<file path="src/rtl/seq_divider.sv">
// seq_divider: signed radix-2 restoring divider with fixed WIDTH+2 cycle latency.
// Optional quotient saturation via SEQ_DIVIDER_SATURATE_EN.
module seq_divider #(
    parameter int WIDTH    = 32,
    parameter int OUT_SIZE = 8
) (
    input  logic                clk_in,
    input  logic                rst_in,
    input  logic [WIDTH-1:0]    dividend_in,
    input  logic [WIDTH-1:0]    divisor_in,
    input  logic                data_valid_in,
    output logic [OUT_SIZE-1:0] quotient_out,
    output logic [WIDTH-1:0]    remainder_out,
    output logic                data_valid_out,
    output logic                error_out,
    output logic                overflow_out,
    output logic                busy_out
);
    localparam int CW = $clog2(WIDTH);
    localparam logic [OUT_SIZE-1:0] QMIN = OUT_SIZE'(1) << (OUT_SIZE - 1);
    localparam logic [OUT_SIZE-1:0] QMAX = ~QMIN;

    typedef enum logic [1:0] {IDLE, DIVIDE, FINISH} state_t;
    state_t state, state_nx;

    logic [WIDTH:0]    rem, quo, dvs, shl, qs, rs, ext_n, ext_d, mag_n, mag_d;
    logic [WIDTH-1:0]  num;
    logic [CW-1:0]     cnt;
    logic              sn, sd, zero, start, take, ovf;
    logic [OUT_SIZE-1:0] qo;

    always_ff @(posedge clk_in or negedge rst_in)
        if (!rst_in) state <= IDLE;
        else         state <= state_nx;

    always_comb begin
        start    = state == IDLE && data_valid_in;
        state_nx = start ? DIVIDE :
                   (state == DIVIDE && cnt == '0) ? FINISH :
                   state == FINISH ? IDLE : state;
        ext_n    = {dividend_in[WIDTH-1], dividend_in};
        ext_d    = {divisor_in[WIDTH-1], divisor_in};
        mag_n    = ext_n[WIDTH] ? -ext_n : ext_n;
        mag_d    = ext_d[WIDTH] ? -ext_d : ext_d;
        shl      = {rem[WIDTH-1:0], quo[WIDTH-1]};
        take     = shl >= dvs;
        qs       = (sn ^ sd) ? -{1'b0, quo[WIDTH-1:0]} : {1'b0, quo[WIDTH-1:0]};
        rs       = sn ? -rem : rem;
`ifdef SEQ_DIVIDER_SATURATE_EN
        // fits iff every bit from the OUT_SIZE sign position up is a sign copy
        ovf      = !(&qs[WIDTH:OUT_SIZE-1] || !(|qs[WIDTH:OUT_SIZE-1]));
        qo       = ovf ? (qs[WIDTH] ? QMIN : QMAX) : qs[OUT_SIZE-1:0];
`else
        ovf      = 1'b0;
        qo       = qs[OUT_SIZE-1:0];
`endif
    end

    always_ff @(posedge clk_in or negedge rst_in) begin
        if (!rst_in) begin
            rem            <= '0;
            quo            <= '0;
            dvs            <= '0;
            num            <= '0;
            cnt            <= '0;
            sn             <= 1'b0;
            sd             <= 1'b0;
            zero           <= 1'b0;
            quotient_out   <= '0;
            remainder_out  <= '0;
            data_valid_out <= 1'b0;
            error_out      <= 1'b0;
            overflow_out   <= 1'b0;
            busy_out       <= 1'b0;
        end else begin
            data_valid_out <= 1'b0;
            if (start) begin
                sn       <= dividend_in[WIDTH-1];
                sd       <= divisor_in[WIDTH-1];
                zero     <= divisor_in == '0;
                num      <= dividend_in;
                quo      <= mag_n;
                dvs      <= mag_d;
                rem      <= '0;
                cnt      <= CW'(WIDTH - 1);
                busy_out <= 1'b1;
            end else if (state == DIVIDE) begin
                rem <= take ? shl - dvs : shl;
                quo <= {quo[WIDTH-1:0], take};
                cnt <= cnt - 1'b1;
            end else if (state == FINISH) begin
                quotient_out   <= zero ? '0 : qo;
                remainder_out  <= zero ? num : rs[WIDTH-1:0];
                error_out      <= zero;
                overflow_out   <= !zero && ovf;
                data_valid_out <= 1'b1;
                busy_out       <= 1'b0;
            end
        end
    end
endmodule

</file>
<file path="config.mk">
export PLATFORM = sky130hd
export DESIGN_NAME = seq_divider
export DESIGN_NICKNAME = d
export VERILOG_FILES = /design/src/rtl/seq_divider.sv
export SDC_FILE = /design/constraint.sdc
export NUM_CORES = 1
export LEC_CHECK = 0
export ABC_AREA = 1
export BUFFER_PORTS_ARGS = -buffer_cell sky130_fd_sc_hd__buf_2
export CORE_ASPECT_RATIO = 1.2
export CORE_UTILIZATION = 31
export CTS_CLUSTER_DIAMETER = 150
export DETAILED_ROUTE_END_ITERATION = 8
export SETUP_SLACK_MARGIN = 0.5
export SYNTH_ARGS = -nofsm -noshare
export SYNTH_HDL_FRONTEND = slang
export SYNTH_SLANG_ARGS = --single-unit
</file>
<file path="constraint.sdc">
create_clock -name clk_in -period 3.6 [get_ports clk_in]
set_clock_uncertainty 0.15 [all_clocks]
set_input_delay 0.18 -clock clk_in [delete_from_list [all_inputs] [get_ports clk_in]]
set_output_delay 0.18 -clock clk_in [all_outputs]
set_load 0.01 [all_outputs]
</file>
==> impl_metrics.tcl <==
set metrics [dict create \
    dpl.hpwl_um 35310 \
    crit_chain "inv_2, nand3_4, inv_2, buf_4, nand3_1, dlygate4sd3_1, a31oi_1" \
    syn_inst 1970 \
    power.leakage_nw 7.924 \
    p_sw_share_pct 52.91 \
    antenna_found_initial 0 \
    crit_type "reg2reg" \
    whs_endpoint "num[3]$_DFFE_PN0P_" \
    final_common_cell "nand2_1" \
    die_area_sq_um 42600 \
    ioPinCount 111 \
    r2r_cells 7 \
    p_seq_share_pct 25.9 \
    synth-main-ff-cell "dfrtp_1" \
    viasPerCell 4.970 \
    setup_tns_ns 0 \
    critPathLaunchType "flip-flop" \
    grt_max_degree 85 \
    worst_setup_path_end_kind "flip-flop" \
    worstPathArrival_ns 3.17 \
    relSlewSlack_pct 51.61 \
    cts_setup_buffers 0 \
    grt-ovfl-total 0 \
    period_minus_slack_ns 2.938 \
    drive_gt1_share_pct 9.288 \
    worst_pin_slew_ns 0.7248 \
    worstHoldPathCells 3 \
    ant_nets 0 \
    cp_max_fo 61 \
    internal_power_w 0.007055 \
    crit_family "buffers and inverters" \
    numCtsBuffers 17 \
    syn_nets 2077 \
    r2r_end "quo[8]$_DFFE_PN0P_" \
    clock_latency_ns 0.46 \
    clk_pin_slew_ns 0.08 \
    hold_viol 0 \
    synthTopCellsByArea "dfrtp_1, nand2_1, inv_1" \
    worstHoldStart "dividend_in[3]" \
    grt_use_total_pct 21.58 \
    holdBufCountCts 61 \
    cts_sinks 181 \
    postSynth.asyncResetShare_pct 100.0 \
    final_nets 2215 \
    syn2layout_area_growth_pct 17.46 \
    start_util_pct 31.63 \
    cts_resized 0 \
    hp-class "in2reg" \
    powerDensity_nw_per_um2 985.1 \
    avgSynthCellArea_sq_um 6.574 \
    status "finished clean" \
    comb_power_share_pct 61.5 \
    rows 81 \
    finalCritPeriodShare_pct 81.61 \
    die_y_um 225.9 \
    diodes 0 \
    r2r_start "state[0]$_DFFE_PN0P_" \
    cts-root-buf "clkbuf_16" \
    gp_congestion 0.9680 \
    cts_buffer_depth 2 \
    post_drt_wl_per_cell_um 16.99 \
    core_area_sq_um 40940 \
    yosysTopAreaCellShare_pct 34.98 \
    slowest_stage "dfrtp_1" \
    port_buffers 109 \
    wl_met3_um 2194 \
    setup_viol 0 \
    grt_pass1_vias 12660 \
    synth_seq_cells 181 \
    crit_buf_inv 4 \
    crit_top_cell "inv_2" \
    grt_pass1_wl_um 71240 \
    layout_common_cells "nand2_1, inv_1, nand3_1, dfrtp_1, nor2_1" \
    ir_worst_vdd_mv 0.6295 \
    r2r_setup_slack_ns 0.66 \
    totalWireLength_um 45190 \
    top_layer "met4" \
    h-tree-depth 4 \
    yosys_warnings 0 \
    drt-pass1-iter-count 6 \
    synth_cell_types 50 \
    syn_area_sq_um 12950 \
    dr_wl_met2_um 22250 \
    rsz0062_at_grt "no" \
    ys_seq_area_share_pct 34.98 \
    vias 13220 \
    cp.required_ns 3.83 \
    clkPwrFrac_pct 12.6 \
    power_w 0.01498 \
    drv_cap 0 \
    drv_slew 0 \
    max_freq_mhz 340.4 \
    wl_met1_um 19710 \
    drc_errors 0 \
    yosys.area.top_type "dfrtp_1" \
    cpPeakStageDelay_ns 0.59 \
    power.switching_w 0.007929 \
    die_x_um 188.6 \
    synth_edf_count 0 \
    cts_tree "done" \
    drtIter0Drc 1047 \
]
power by group through the flow:
stage,Combinational [W],Clock (W),Sequential [W]
final,0.00921,0.00189,0.00388
after global routing,0.0104,0.00202,0.00397
after CTS,0.00921,0.00194,0.00387
after detailed placement,0.00913,0,0.00390
after global placement,0.00903,0,0.00388
after floorplan,0.00662,0,0.00360
cells by family after synthesis:
family | Yosys count | share of synthesized area [%]
AOI/OAI and AO/OA | 250 | 10.89
xor gates and xnor gates | 52 | 3.517
adders and majority gates | 40 | 3.923
buffers and inverters | 367 | 11.07
DFF | 181 | 34.98
other | 1 | 0.02896
and+or+nand+nor | 1079 | 35.59
per-stage QoR:
stage               setup slack [ns]  std cells  hold WS [ns]  utilization, %  instance area [sq um]
floorplan                      1.496       1970       -0.2656               -                  12950
global placement              0.7668       2567       0.08946           34.21                  14010
detailed placement            0.7803       2567       0.09484           34.21                  14010
CTS                           0.7029       2660      0.001200           37.15                  15210
global route                  0.5111       2660       0.03407           37.15                  15210
finish                        0.6619       2660       0.02680           37.15                  15210
per-layer routing:
metal	track usage, %	vias up
met5	0	-
met4	7.414	0
met1	28.01	6243
met2	37.19	379
met3	2.207	52
li1	-	6546
layout make-up:
class / count / area, sq um
Fill cell: 4448 / 25730
Multi-Input combinational cell: 1422 / 6994
Sequential cell: 181 / 4529
Timing Repair Buffer: 185 / 1290
Inverter: 301 / 1130
Tap cell: 539 / 674.4
Clock buffer: 18 / 439.2
Clock inverter: 14 / 153.9
sequential cells by signal, summed over array words and instances (netlist names):
name	flops
dvs	33
num	32
quo	32
rem	32
remainder_out	32
quotient_out	8
cnt	5
state	2
busy_out	1
data_valid_out	1
error_out	1
sd	1
zero	1
cells in the mapped netlist (5+ instances only):
cell type,n
a21oi_1,66
a31oi_1,14
and2_1,8
buf_1,13
buf_2,20
clkbuf_1,27
dfrtp_1,181
ha_1,39
inv_1,292
inv_2,8
nand2_1,617
nand2_2,5
nand2_4,5
nand3_1,194
nand3b_1,12
nand4_1,26
nor2_1,161
nor2_2,11
nor2_4,5
nor3_1,26
o211ai_1,21
o21ai_0,114
o21ai_1,6
o21bai_1,6
o31ai_1,5
xnor2_1,19
xor2_1,33
worst reg2reg max path, cell delays in order (launching register included):
cell and delay (ns):
dfrtp_1 0.59, inv_2 0.30, nand3_4 0.23, inv_2 0.15, buf_4 0.56, nand3_1 0.17
dlygate4sd3_1 0.58, a31oi_1 0.14
how the worst max path moves through the flow:
stage | endpoint | from | slack [ns] | cells past startpoint
6_report | quo[8]$_DFFE_PN0P_ | state[0]$_DFFE_PN0P_ | 0.66 | 7
5_1_grt | rem[20]$_DFFE_PN0P_ | rem[21]$_DFFE_PN0P_ | 0.51 | 14
4_1_cts | quo[8]$_DFFE_PN0P_ | state[0]$_DFFE_PN0P_ | 0.70 | 7
3_5_place_dp | quo[0]$_DFFE_PN0P_ | rem[29]$_DFFE_PN0P_ | 0.78 | 10
3_3_place_gp | quo[0]$_DFFE_PN0P_ | rem[29]$_DFFE_PN0P_ | 0.77 | 10
2_1_floorplan | rem[12]$_DFFE_PN0P_ | rem[21]$_DFFE_PN0P_ | 1.50 | 14
(Power assumes the default switching activity.)
